<file path="config.mk">
export PLATFORM = sky130hd
export DESIGN_NAME = asrv32_writeback
export DESIGN_NICKNAME = d
export VERILOG_FILES = /design/src/rtl/asrv32_writeback.sv
export SDC_FILE = /design/constraint.sdc
export NUM_CORES = 1
export LEC_CHECK = 0
export CORE_MARGIN = 5
export CORE_UTILIZATION = 45
export DETAILED_ROUTE_END_ITERATION = 16
export PLACE_DENSITY = 0.87
export SKIP_LAST_GASP = 1
export SYNTH_ARGS = -nofsm -noshare
export SYNTH_HDL_FRONTEND = slang
export SYNTH_SLANG_ARGS = --single-unit
</file>
<file path="constraint.sdc">
create_clock -name i_clk -period 6.7 [get_ports i_clk]
set_input_delay 2.01 -clock i_clk [delete_from_list [all_inputs] [get_ports i_clk]]
set_output_delay 2.01 -clock i_clk [all_outputs]
set_load 0.01 [all_outputs]
</file>
<file path="src/rtl/asrv32_writeback.sv">
// Writeback stage: selects the result to write to the register file and waits for the
// data-memory response on loads, with a timeout, flush support and load error reporting.
module asrv32_writeback #(
    parameter int unsigned LOAD_TIMEOUT = 255
) (
    input  logic        i_clk,
    input  logic        i_rst_n,
    input  logic        i_valid,
    output logic        o_ready,
    input  logic        i_wr_rd,
    input  logic [4:0]  i_rd_addr,
    input  logic [1:0]  i_wb_sel,
    input  logic [31:0] i_alu_result,
    input  logic [31:0] i_pc_plus4,
    input  logic [31:0] i_csr_data,
    input  logic [2:0]  i_funct3,
    input  logic [1:0]  i_addr_lsb,
    input  logic        i_rdata_valid,
    input  logic [31:0] i_rdata,
    input  logic        i_flush,
    output logic        o_ce_wr,
    output logic [4:0]  o_rd_addr,
    output logic [31:0] o_rd_data,
    output logic        o_load_err
);

    localparam int unsigned CNT_W = (LOAD_TIMEOUT < 1) ? 1 : $clog2(LOAD_TIMEOUT + 1);

    localparam logic [1:0] SEL_ALU  = 2'b00;
    localparam logic [1:0] SEL_LOAD = 2'b01;
    localparam logic [1:0] SEL_PC4  = 2'b10;
    localparam logic [1:0] SEL_CSR  = 2'b11;

    localparam logic [2:0] F3_LB  = 3'b000;
    localparam logic [2:0] F3_LH  = 3'b001;
    localparam logic [2:0] F3_LW  = 3'b010;
    localparam logic [2:0] F3_LBU = 3'b100;
    localparam logic [2:0] F3_LHU = 3'b101;

    typedef enum logic {IDLE, WAIT_LOAD} state_t;

    state_t             state, state_nxt;
    logic [CNT_W-1:0]   cnt, cnt_nxt;
    logic [4:0]         ld_rd_addr, ld_rd_addr_nxt;
    logic               ld_wr_rd, ld_wr_rd_nxt;
    logic [2:0]         ld_funct3, ld_funct3_nxt;
    logic [1:0]         ld_lsb, ld_lsb_nxt;
    logic               ce_nxt, err_nxt;
    logic [4:0]         addr_nxt;
    logic [31:0]        data_nxt;

    logic               accept, is_load, load_bad, timeout_hit;
    logic [7:0]         ld_byte;
    logic [15:0]        ld_half;
    logic [31:0]        ld_data, sel_data;

    assign o_ready     = (state == IDLE);
    assign accept      = i_valid && (state == IDLE) && !i_flush;
    assign is_load     = (i_wb_sel == SEL_LOAD);
    assign timeout_hit = (CNT_W'(cnt + CNT_W'(1)) == CNT_W'(LOAD_TIMEOUT));

    // Illegal funct3 or an access that is not naturally aligned.
    always_comb begin
        load_bad = 1'b0;
        case (i_funct3)
            F3_LB, F3_LBU: load_bad = 1'b0;
            F3_LH, F3_LHU: load_bad = i_addr_lsb[0];
            F3_LW:         load_bad = (i_addr_lsb != 2'b00);
            default:       load_bad = 1'b1;
        endcase
    end

    assign ld_byte = i_rdata[{ld_lsb, 3'b000} +: 8];
    assign ld_half = i_rdata[{ld_lsb[1], 4'b0000} +: 16];

    always_comb begin
        ld_data = i_rdata;
        case (ld_funct3)
            F3_LB:   ld_data = {{24{ld_byte[7]}}, ld_byte};
            F3_LH:   ld_data = {{16{ld_half[15]}}, ld_half};
            F3_LBU:  ld_data = {24'd0, ld_byte};
            F3_LHU:  ld_data = {16'd0, ld_half};
            default: ld_data = i_rdata;
        endcase
    end

    always_comb begin
        sel_data = i_alu_result;
        case (i_wb_sel)
            SEL_ALU: sel_data = i_alu_result;
            SEL_PC4: sel_data = i_pc_plus4;
            SEL_CSR: sel_data = i_csr_data;
            default: sel_data = i_alu_result;
        endcase
    end

    // State register plus registered outputs and captured load context.
    always_ff @(posedge i_clk) begin
        if (!i_rst_n) begin
            state      <= IDLE;
            cnt        <= '0;
            ld_rd_addr <= '0;
            ld_wr_rd   <= 1'b0;
            ld_funct3  <= '0;
            ld_lsb     <= '0;
            o_ce_wr    <= 1'b0;
            o_load_err <= 1'b0;
            o_rd_addr  <= '0;
            o_rd_data  <= '0;
        end else begin
            state      <= state_nxt;
            cnt        <= cnt_nxt;
            ld_rd_addr <= ld_rd_addr_nxt;
            ld_wr_rd   <= ld_wr_rd_nxt;
            ld_funct3  <= ld_funct3_nxt;
            ld_lsb     <= ld_lsb_nxt;
            o_ce_wr    <= ce_nxt;
            o_load_err <= err_nxt;
            o_rd_addr  <= addr_nxt;
            o_rd_data  <= data_nxt;
        end
    end

    // Next state, wait counter and load capture.
    always_comb begin
        state_nxt      = state;
        cnt_nxt        = cnt;
        ld_rd_addr_nxt = ld_rd_addr;
        ld_wr_rd_nxt   = ld_wr_rd;
        ld_funct3_nxt  = ld_funct3;
        ld_lsb_nxt     = ld_lsb;
        case (state)
            IDLE: begin
                if (accept && is_load && !load_bad) begin
                    state_nxt      = WAIT_LOAD;
                    cnt_nxt        = '0;
                    ld_rd_addr_nxt = i_rd_addr;
                    ld_wr_rd_nxt   = i_wr_rd;
                    ld_funct3_nxt  = i_funct3;
                    ld_lsb_nxt     = i_addr_lsb;
                end
            end
            WAIT_LOAD: begin
                if (i_flush || i_rdata_valid || timeout_hit) begin
                    state_nxt = IDLE;
                end else begin
                    cnt_nxt = CNT_W'(cnt + CNT_W'(1));
                end
            end
            default: state_nxt = IDLE;
        endcase
    end

    // Next values of the registered write port and error pulse.
    always_comb begin
        ce_nxt   = 1'b0;
        err_nxt  = 1'b0;
        addr_nxt = o_rd_addr;
        data_nxt = o_rd_data;
        case (state)
            IDLE: begin
                if (accept) begin
                    if (is_load) begin
                        err_nxt = load_bad;
                    end else if (i_wr_rd && (i_rd_addr != 5'd0)) begin
                        ce_nxt   = 1'b1;
                        addr_nxt = i_rd_addr;
                        data_nxt = sel_data;
                    end
                end
            end
            WAIT_LOAD: begin
                if (!i_flush) begin
                    if (i_rdata_valid) begin
                        if (ld_wr_rd && (ld_rd_addr != 5'd0)) begin
                            ce_nxt   = 1'b1;
                            addr_nxt = ld_rd_addr;
                            data_nxt = ld_data;
                        end
                    end else if (timeout_hit) begin
                        err_nxt = 1'b1;
                    end
                end
            end
            default: ;
        endcase
    end

endmodule

</file>
==> summary.md <==
| Metric | Value |
|---|---|
| Leakage | 2.21 nW |
| Worst Hold Depth | 2 |
| CP max stage delay | 0.56 ns |
| Critical path, cell by cell | clkdlybuf4s50_1 > or4_1 > o211ai_2 > a21oi_4 > buf_4 > o311a_4 > a2111oi_0 |
| # Post-CTS Setup Buffers | 0 |
| CP Data Arrival Time | 4.53 ns |
| GPL Wtd Cong | 0.828 |
| Post-DP Area | 5810 um2 |
| Synth area leaders | dfxtp_1 30%, mux2i_1 14%, nor2_1 5.9% |
| Hpwl dp | 11100 um |
| CTS HTree Levels | 3 |
| Dominant synthesized flop cell | dfxtp_1 |
| Highest routed layer | met4 |
| Minimum clock period after layout | 4.34 ns |
| Vias in the first global route | 4407 |
| Largest net degree at the start of global routing | 65 |
| Worst skew pair latency | 0.34 ns |
| Clock Root Buffer | clkbuf_8 |
| CP Capture Type | flip-flop |
| Fin. max-slew vios | 0 |
| Clock Skews | 0.00729 ns |
| Asr flop ratio synth | 0% |
| Maximum clock path buffer count | 2 |
| Kind of start point of the critical path | input port |
| Power per cell area | 156 nW/um2 |
| Cells after Synth | 496 |
| Worst Hold Class | flip-flop to flip-flop |
| YS warnings | 0 |
| EDFF count, synth | 0 |
| Crit-path slowest cell | or4_1 |
| Via count | 4438 |
| Final Hold Fails | 0 |
| Avg Cell Area, Syn | 8.04 um2 |
| 1st-iter DRT viols | 270 |
| Final period util | 64.8% |
| Die Ht | 104 um |
| Yosys reg bits | 59 |
| Met2 routed WL | 7160 um |
| P&R area growth vs syn | 51.1% |
| IO Port Bufs | 185 |
| Initial antenna violation count | 0 |
| GRT Util Overall | 25.4% |
| Register area share after synthesis | 29.6% |
| Final instance area | 6020 um2 |
| Clk sinks | 59 |
| Overall power | 938 uW |
| Max_cap viols | 0 |
| Cts hold-fix bufs | 0 |
| TritonRoute pass-1 iters | 4 |
| ANT nets after route | 0 |
| Metal3 WL | 1130 um |
| Vias/cell | 5.82 |
| Top-area cell type share of the netlist area | 29.6% |
| Final worst slack | 2.36 ns |
| F_max | 230 MHz |
| Post-Synth XOR/XNOR Area | 0.220% |
| Pre-CTS setup slack | 2.02 ns |
| Fraction of layout cells with a size suffix above 1 | 8.24% |
| First-pass GRT wire length | 22700 um |
| Wire per inst | 18.8 um |
| Cell accounting for the most synthesized area | dfxtp_1 |
| Netlist cell types | 55 |
| Site Rows | 34 |
| Total grt overflow | 0 |
| Core Area | 8680 um2 |
| Mux share of post-synthesis cell area | 17.1% |
| Most frequent cells in the layout | 183 x clkdlybuf4s50_1, 63 x nor2_1, 58 x dfxtp_1, 57 x mux2i_1, 38 x a21oi_1 |
| Crit path max fanout | 31 |
| Worst EP required | 6.89 ns |
| Post-Synth Simple-Gate Area | 19.0% |
| Status | completed |
| Post-Syn Area | 3990 um2 |
| Die area | 10800 um2 |
| Initial Util | 45.9% |
| Total CTS buffers | 9 |
| Post-route DRC | 0 |
| R2R cell count | 6 |
| WL met1 | 5670 um |
| Tightest Pin Transition | 1.07 ns |
| Largest family of logic cells by synthesized area | compound AO/OA/AOI/OAI gates |
| Setup-failing EPs final | 0 |
| Setup CP Type | input port to flip-flop |
| VDD IR max | 0.183 mV |
| IO Count | 186 |
| Total negative setup slack | 0 ns |
| Synth Area in Adders | 0.628% |
| Post-CTS sizing | 0 |
| Fin nets | 799 |
| Post-layout util | 69.4% |
| Slew HR | 28.4% |
| Reg clk slew, reported paths | 0.06 ns |
| Mapped Nets | 644 |
| RSZ-0062 raised after global routing | no |
| Die Wd | 104 um |
| Synth Area in Compound Gates | 27.9% |
| CTS tree | built |
| Most common cell after layout, fill and taps aside | clkdlybuf4s50_1 |
| N_diodes | 0 |
| Routed wire length | 14300 um |
## path summary, 6_finish.rpt
kind	slack, ns	endpoint	start
worst max register to register	3.38	o_rd_data[26]$_SDFFE_PN0P_	state$_SDFF_PN0_
worst min register to register	0.51	o_rd_data[31]$_SDFFE_PN0P_	o_rd_data[31]$_SDFFE_PN0P_
worst max-delay path	2.36	o_rd_data[26]$_SDFFE_PN0P_	i_rd_addr[0]
worst min-delay path	0.51	o_rd_data[31]$_SDFFE_PN0P_	o_rd_data[31]$_SDFFE_PN0P_
## Yosys cell counts, types with 10 or more instances
master     instances
nor2_1            63
nand2_1           37
dfxtp_1           59
mux2_2            10
buf_2             12
a21oi_1           38
a2111oi_2         10
clkbuf_1          30
nor3_1            22
mux2i_1           57
a211oi_1          14
nand2b_1          13
o21ai_0           32
## layer usage
layer  GRT usage (%)  vias to the layer above
li1                -                     2147
met1            30.3                     2051
met2            43.9                      209
met3            7.76                       31
met4            7.59                        0
met5               0                        -
## power breakdown
group	switching (mW)	internal, mW	leakage [nW]
logic	0.0912	0.135	1.62
clock network	0.128	0.210	0.109
registers	0.00941	0.364	0.480
## cell type report
| type | instances | area (um2) |
|---|---|---|
| Fill cell | 712 | 2660 |
| Multi-Input combinational cell | 386 | 2590 |
| Timing Repair Buffer | 190 | 1880 |
| Sequential cell | 59 | 1180 |
| Clock buffer | 14 | 183 |
| Tap cell | 108 | 135 |
| Clock inverter | 1 | 30.0 |
| Inverter | 5 | 18.8 |
## per-stage QoR
step / hold WS [ns] / instances
after floorplan: 0.477 / 496
after global placement: 0.490 / 748
after detailed placement: 0.502 / 748
after CTS: 0.513 / 763
after global routing: 0.544 / 763
final: 0.511 / 763
## registers in the layout, indices dropped and copies added (netlist names)
signal      count
o_ce_wr         1
state           1
ld_lsb          2
o_load_err      1
ld_rd_addr      5
cnt             8
o_rd_data      32
o_rd_addr       5
ld_wr_rd        1
ld_funct3       3
## cells by family (layout without fill, tap and decap cells)
kind of cell | Yosys count | count (layout)
AO/OA/AOI/OAI | 152 | 152
AND/OR/NAND/NOR | 164 | 164
buffers and inverters | 51 | 210
XOR/XNOR | 1 | 1
multiplexers | 67 | 67
flip-flops | 59 | 59
adder cells (fa/ha/maj) | 2 | 2
## worst max-delay path, delay by kind of cell
family                 cells  cell delay, ns
AO/OA/AOI/OAI              4            1.21
buffers and inverters      2            0.74
AND/OR/NAND/NOR            1            0.56
No activity file was read; power rests on OpenSTA's default activity.
